File: src/rtl/eth_sched_pkg.sv
// Shared definitions for the Ethernet transmit scheduler: FSM encoding, source
// identifiers, the payload length type and the payload clamp helper.
package eth_sched_pkg;

   localparam logic [1:0] ST_IDLE  = 2'd0;
   localparam logic [1:0] ST_START = 2'd1;
   localparam logic [1:0] ST_SEND  = 2'd2;
   localparam logic [1:0] ST_GAP   = 2'd3;

   localparam logic SRC_VIDEO  = 1'b0;
   localparam logic SRC_STATUS = 1'b1;

   localparam int LEN_W = 11;
   typedef logic [LEN_W-1:0] len_t;

   function automatic len_t clamp_len(input logic [31:0] value, input logic [31:0] max_payload);
      logic [31:0] c;
      c = (value > max_payload) ? max_payload : value;
      return c[LEN_W-1:0];
   endfunction

endpackage

File: src/rtl/eth_sched_timer.sv
// Loadable saturating down-counter; expired is high while the count sits at zero.
module eth_sched_timer #(
   parameter int           W       = 16,
   parameter logic [W-1:0] RST_VAL = '0
) (
   input  logic         clk,
   input  logic         rst,
   input  logic         load,
   input  logic [W-1:0] load_val,
   input  logic         dec,
   output logic         expired
);

   localparam logic [W-1:0] ONE = W'(1);

   logic [W-1:0] count;

   // load has priority over counting; counting stops at zero
   always_ff @(posedge clk or posedge rst) begin
      if (rst) begin
         count <= RST_VAL;
      end else if (load) begin
         count <= load_val;
      end else if (dec && (count != '0)) begin
         count <= count - ONE;
      end
   end

   assign expired = (count == '0);

endmodule

File: src/rtl/eth_tx_scheduler.sv
// Ethernet transmit scheduler: picks video or status frames, sizes and numbers them,
// and enforces the inter-frame gap. Define ETH_SCHED_FLUSH_EN to enable partial-frame flush.
module eth_tx_scheduler
   import eth_sched_pkg::*;
#(
   parameter int LVL_W        = 13,
   parameter int THRESH       = 1024,
   parameter int MAX_PAYLOAD  = 1024,
   parameter int IFG_CYCLES   = 24,
   parameter int START_TMO    = 16,
   parameter int FLUSH_CYCLES = 65535
) (
   input  logic             eth_clk,
   input  logic             rst,
   input  logic [LVL_W-1:0] fifo_level,
   input  logic             fifo_empty,
   input  logic             status_req,
   input  logic [10:0]      status_len,
   input  logic             tx_busy,
   input  logic             tx_done,
   output logic             start_send,
   output logic             src_sel,
   output logic [10:0]      frame_len,
   output logic [15:0]      frame_seq,
   output logic             status_gnt
);

   localparam logic [LVL_W-1:0] THRESH_L = LVL_W'(THRESH);
   // timer counts down to zero inclusive, so load one less than the cycle count
   localparam logic [15:0]      TMO_LOAD = 16'(START_TMO - 1);
   localparam logic [15:0]      IFG_LOAD = 16'(IFG_CYCLES - 1);

   logic [1:0]  state;
   logic [1:0]  state_nx;
   logic        last_src;
   logic        launch;
   logic        done;
   logic        grant_src;
   logic        tmr_load;
   logic [15:0] tmr_val;
   logic        tmr_exp;
   logic        below_thresh;
   logic        flush_exp;
   logic        vid_rdy;
   logic        stat_rdy;
   len_t        vid_len_c;
   len_t        stat_len_c;

   assign below_thresh = (fifo_level < THRESH_L);
   assign vid_rdy      = !below_thresh || (flush_exp && !fifo_empty);
   assign stat_rdy     = status_req;
   assign vid_len_c    = clamp_len(32'(fifo_level), 32'(MAX_PAYLOAD));
   assign stat_len_c   = clamp_len(32'(status_len), 32'(MAX_PAYLOAD));

   // next state, launch/complete events and shared timer reloads
   always_comb begin
      state_nx  = state;
      launch    = 1'b0;
      done      = 1'b0;
      grant_src = SRC_VIDEO;
      tmr_load  = 1'b0;
      tmr_val   = TMO_LOAD;
      case (state)
         ST_IDLE: begin
            if (vid_rdy || stat_rdy) begin
               launch    = 1'b1;
               state_nx  = ST_START;
               tmr_load  = 1'b1;
               tmr_val   = TMO_LOAD;
               grant_src = (vid_rdy && stat_rdy) ? ~last_src : stat_rdy;
            end else begin
               state_nx = ST_IDLE;
            end
         end
         ST_START: begin
            if (tx_busy && tx_done) begin
               done     = 1'b1;
               state_nx = ST_GAP;
               tmr_load = 1'b1;
               tmr_val  = IFG_LOAD;
            end else if (tx_busy) begin
               state_nx = ST_SEND;
            end else if (tmr_exp) begin
               state_nx = ST_IDLE;
            end else begin
               state_nx = ST_START;
            end
         end
         ST_SEND: begin
            if (tx_done) begin
               done     = 1'b1;
               state_nx = ST_GAP;
               tmr_load = 1'b1;
               tmr_val  = IFG_LOAD;
            end else begin
               state_nx = ST_SEND;
            end
         end
         ST_GAP: begin
            if (tmr_exp) begin
               state_nx = ST_IDLE;
            end else begin
               state_nx = ST_GAP;
            end
         end
         default: begin
            state_nx = ST_IDLE;
         end
      endcase
   end

   eth_sched_timer #(.W(16), .RST_VAL(16'd0)) u_phase_tmr (
      .clk      (eth_clk),
      .rst      (rst),
      .load     (tmr_load),
      .load_val (tmr_val),
      .dec      (1'b1),
      .expired  (tmr_exp)
   );

`ifdef ETH_SCHED_FLUSH_EN
   localparam logic [15:0] FLUSH_LOAD = 16'(FLUSH_CYCLES);

   logic flush_clr;
   logic flush_cnt;

   // counts down from FLUSH_CYCLES; zero means the partial-frame deadline passed
   assign flush_clr = fifo_empty || launch;
   assign flush_cnt = (state == ST_IDLE) && !fifo_empty && below_thresh;

   eth_sched_timer #(.W(16), .RST_VAL(FLUSH_LOAD)) u_flush_tmr (
      .clk      (eth_clk),
      .rst      (rst),
      .load     (flush_clr),
      .load_val (FLUSH_LOAD),
      .dec      (flush_cnt),
      .expired  (flush_exp)
   );
`else
   assign flush_exp = 1'b0;
`endif

   // FSM state, frame descriptor and round-robin history
   always_ff @(posedge eth_clk or posedge rst) begin
      if (rst) begin
         state      <= ST_IDLE;
         start_send <= 1'b0;
         status_gnt <= 1'b0;
         src_sel    <= 1'b0;
         frame_len  <= 11'd0;
         frame_seq  <= 16'd0;
         last_src   <= SRC_STATUS;
      end else begin
         state      <= state_nx;
         start_send <= launch;
         status_gnt <= launch && (grant_src == SRC_STATUS);
         if (launch) begin
            src_sel   <= grant_src;
            frame_len <= (grant_src == SRC_STATUS) ? stat_len_c : vid_len_c;
         end
         if (done) begin
            frame_seq <= frame_seq + 16'd1;
            last_src  <= src_sel;
         end
      end
   end

endmodule
File: config.mk
export PLATFORM = sky130hd
export DESIGN_NAME = eth_tx_scheduler
export DESIGN_NICKNAME = d
export VERILOG_FILES = /design/src/rtl/eth_sched_pkg.sv /design/src/rtl/eth_sched_timer.sv /design/src/rtl/eth_tx_scheduler.sv
export SDC_FILE = /design/constraint.sdc
export NUM_CORES = 1
export LEC_CHECK = 0
export CAP_MARGIN = 20
export CORE_ASPECT_RATIO = 2
export CORE_MARGIN = 1.5
export CORE_UTILIZATION = 32
export CTS_BUF_LIST = sky130_fd_sc_hd__clkbuf_2
export CTS_CLUSTER_DIAMETER = 40
export DETAILED_ROUTE_END_ITERATION = 8
export PLACE_DENSITY = 0.68
export SYNTH_ARGS = -nofsm -noshare
export SYNTH_HDL_FRONTEND = slang
export SYNTH_SLANG_ARGS = --single-unit
File: constraint.sdc
create_clock -name eth_clk -period 4.9 [get_ports eth_clk]
set_input_delay 1.225 -clock eth_clk [delete_from_list [all_inputs] [get_ports eth_clk]]
set_output_delay 1.225 -clock eth_clk [all_outputs]
set_load 0.02 [all_outputs]
==> results.py <==
metrics = {
    "place": {
        "dp_hpwl_mm": 4.04,
        "place.gp.congestion": 0.763,
        "io_buffers": 48,
    },
    "finish": {
        "antennaDiodeCount": 0,
        "fill_cells": 735,
        "layout.nets": 312,
        "synthToLayoutAreaGrowth_pct": 26.8,
        "drive_above_1_share_pct": 6.52,
        "mostFrequentLayoutCells": "48 x dfrtp_1, 48 x clkdlybuf4s50_1, 14 x nor2_1",
    },
    "logic_synthesis": {
        "async_flop_share_pct": 100,
        "ys.flop_type": "dfrtp_1",
        "syn_area_um2": 2420,
        "synth.distinct_cells": 45,
        "syn_nets": 258,
        "synth-edff-count": 0,
        "ys_ff_latch": 49,
        "synth.avg_cell_area_um2": 10.9,
        "yosysSeqAreaShare_pct": 50.8,
        "ys.warnings.count": 0,
        "synth_cells": 221,
    },
    "floorplan": {
        "fp.coreArea_um2": 7270,
        "die_y_um": 126,
        "start_util_pct": 33.2,
        "dieArea_um2": 8110,
        "num_io_pins": 60,
        "num_rows": 44,
        "die_x_um": 64.4,
    },
    "grt": {
        "grt_pass1_wl_mm": 9.40,
        "grt.overflow.total": 0,
        "grt_max_degree": 50,
        "grt_antenna_before_repair": 0,
        "track_usage_pct": 14.5,
        "grt_pass1_vias": 1972,
    },
    "drt": {
        "wirelength_mm": 5.52,
        "wl_per_cell_um": 15.0,
        "wl_met3_um": 168,
        "dr.first_iter.drc_count": 28,
        "viasPerCell": 5.22,
        "wl_met2_mm": 3.09,
        "drc": 0,
        "drtPass1Iterations": 4,
        "drt-met1-wl_mm": 2.10,
        "antenna_left": 0,
        "routed-via-count": 1920,
        "top_layer_used": "met4",
    },
    "power_and_ir_drop": {
        "p_per_area_nw_per_um2": 462,
        "sw_frac_of_total_pct": 40.4,
        "p_int_uw": 844,
        "ir_drop_v": 0.000272,
        "pwr-share-clk_pct": 11.4,
        "power_frac_seq_pct": 42.4,
        "total_power_mw": 1.42,
        "pwr-share-comb_pct": 46.2,
        "p_leak_nw": 1.33,
        "power_switching_uw": 573,
    },
    "clocking": {
        "cts_resized": 0,
        "clockBufferDepth": 2,
        "numCtsBuffers": 5,
        "holdBufCountCts": 0,
        "cts_setup_buffers": 0,
        "h-tree-depth": 2,
        "insertion_delay_ns": 0.45,
        "cts_tree": "done",
        "cts.clk_slew.worst_paths_ns": 0.21,
        "cts_root_buf": "clkbuf_2",
        "clock-sinks": 49,
    },
    "sta": {
        "fin_skew_ns": 0.0246,
        "min_period_over_period_pct": 57.1,
        "maxSlewHeadroom_pct": 47.5,
        "rsz0062_at_grt": "no",
        "hold_violations": 0,
        "setup_tns_ns": 0,
        "finalMaxSlewViolations": 0,
        "worst_pin_slew_ns": 0.788,
        "setup_viol": 0,
        "max_freq_mhz": 357,
        "layout_min_cycle_time_ns": 2.80,
    },
    "critical_path": {
        "cp_top_family": "buffers and inverters",
        "path_class": "flip-flop to output port",
        "cp.arrival_ns": 1.57,
        "cp.required_ns": 3.67,
        "path_max_fanout": 6,
        "path_cells": "clkdlybuf4s50_1",
        "critPathSlowestCell": "clkdlybuf4s50_1",
        "start_kind": "flip-flop",
        "cp-end-kind": "output port",
        "cpPeakStageDelay_ns": 0.65,
        "critPathBufInv": 1,
    },
    "status": {
        "outcome": "completed",
    },
    "worst_hold_path": {
        "worst_hold_path_type": "flip-flop to flip-flop",
    },
    "flow_run": {
        "cap_violations": 0,
    },
}
## power groups by stage
| stage | clock (mW) | sequential, mW | combinational (mW) |
|---|---|---|---|
| 5_1_grt | 0.185 | 0.621 | 0.713 |
| 3_3_place_gp | 0 | 0.606 | 0.641 |
| 6_report | 0.161 | 0.601 | 0.655 |
| 3_5_place_dp | 0 | 0.609 | 0.653 |
| 2_1_floorplan | 0 | 0.669 | 0.342 |
| 4_1_cts | 0.169 | 0.602 | 0.658 |
## worst paths after layout
kind                                           start               endpoint  slack [ns]  cells past startpoint
worst max-delay path                    frame_seq[3]           frame_seq[3]        2.10                      1
worst min-delay path                   frame_seq[15]          frame_seq[15]        0.49                      1
min in group asynchronous                        rst  u_phase_tmr.count[11]        0.97                      2
worst min register to register         frame_seq[15]          frame_seq[15]        0.49                      1
max in group asynchronous                        rst               last_src        3.39                      3
worst max register to register  u_phase_tmr.count[0]   u_phase_tmr.count[1]        2.63                      6
## sequential cells by signal, summed over array words and instances, names as in the netlist
name and flops:
last_src 1, u_phase_tmr.count 16, src_sel 1, state 2
start_send 1, frame_seq 16, frame_len 11, status_gnt 1
## synth_stat cells (2+ instances only)
master,count,share of area (%)
dfrtp_1,48,50
nor2_1,14,2.2
a21oi_1,11,2.3
inv_1,11,1.7
nand2_1,11,1.7
xnor2_1,11,4.0
a22o_1,10,3.6
nand3_1,8,1.7
nor3_1,8,1.7
nor4_1,8,2.1
xor2_1,8,2.9
ha_1,7,3.6
nand2b_1,7,1.8
nand4_1,6,1.6
or3_1,6,1.6
mux2i_1,4,1.7
o21ai_0,4,0.83
and3_1,3,0.78
nor4_4,3,2.6
o21ai_1,3,0.62
clkbuf_1,2,0.31
mux2_2,2,0.93
nor2b_1,2,0.52
o22ai_1,2,0.52
or4_4,2,0.93
## final cells by class
class                   instances  area [um^2]  area share (%)
clock inverters                 3         12.5           0.408
multi-input cells             158         1130            37.0
flip-flops and latches         49         1230            40.1
clock buffers                   5         25.0           0.817
well taps                      92          115            3.76
inverters                      11         41.3            1.35
repair buffers                 50          508            16.6
## stage by stage
stage	area (um^2)	utilization (%)	hold slack, ns	setup slack (ns)	instances
finish	3060	42.2	0.494	2.10	368
CTS	3040	41.9	0.497	2.06	367
global route	3060	42.2	0.509	2.02	368
global placement	3010	41.4	0.464	1.59	359
floorplan	2420	-	0.533	2.50	221
detailed placement	3010	41.4	0.457	1.60	359
## logic make-up (layout without fill, tap and decap cells)
| family | after synthesis | after routing | share of synthesized area (%) |
|---|---|---|---|
| adders and majority gates | 7 | 7 | 3.62 |
| and+or+nand+nor | 83 | 83 | 20.8 |
| muxes | 6 | 6 | 2.59 |
| buffers and inverters | 14 | 69 | 2.23 |
| xor gates and xnor gates | 19 | 19 | 6.89 |
| AOI/OAI and AO/OA | 43 | 43 | 13.1 |
| DFF | 49 | 49 | 50.8 |
## layer usage
metal  vias up  global-route usage, %
li1        919                      -
met1       959                   15.7
met2        32                   26.8
met3        10                   2.41
met4         0                   6.63
met5         -                      0
(Power assumes the default switching activity.)
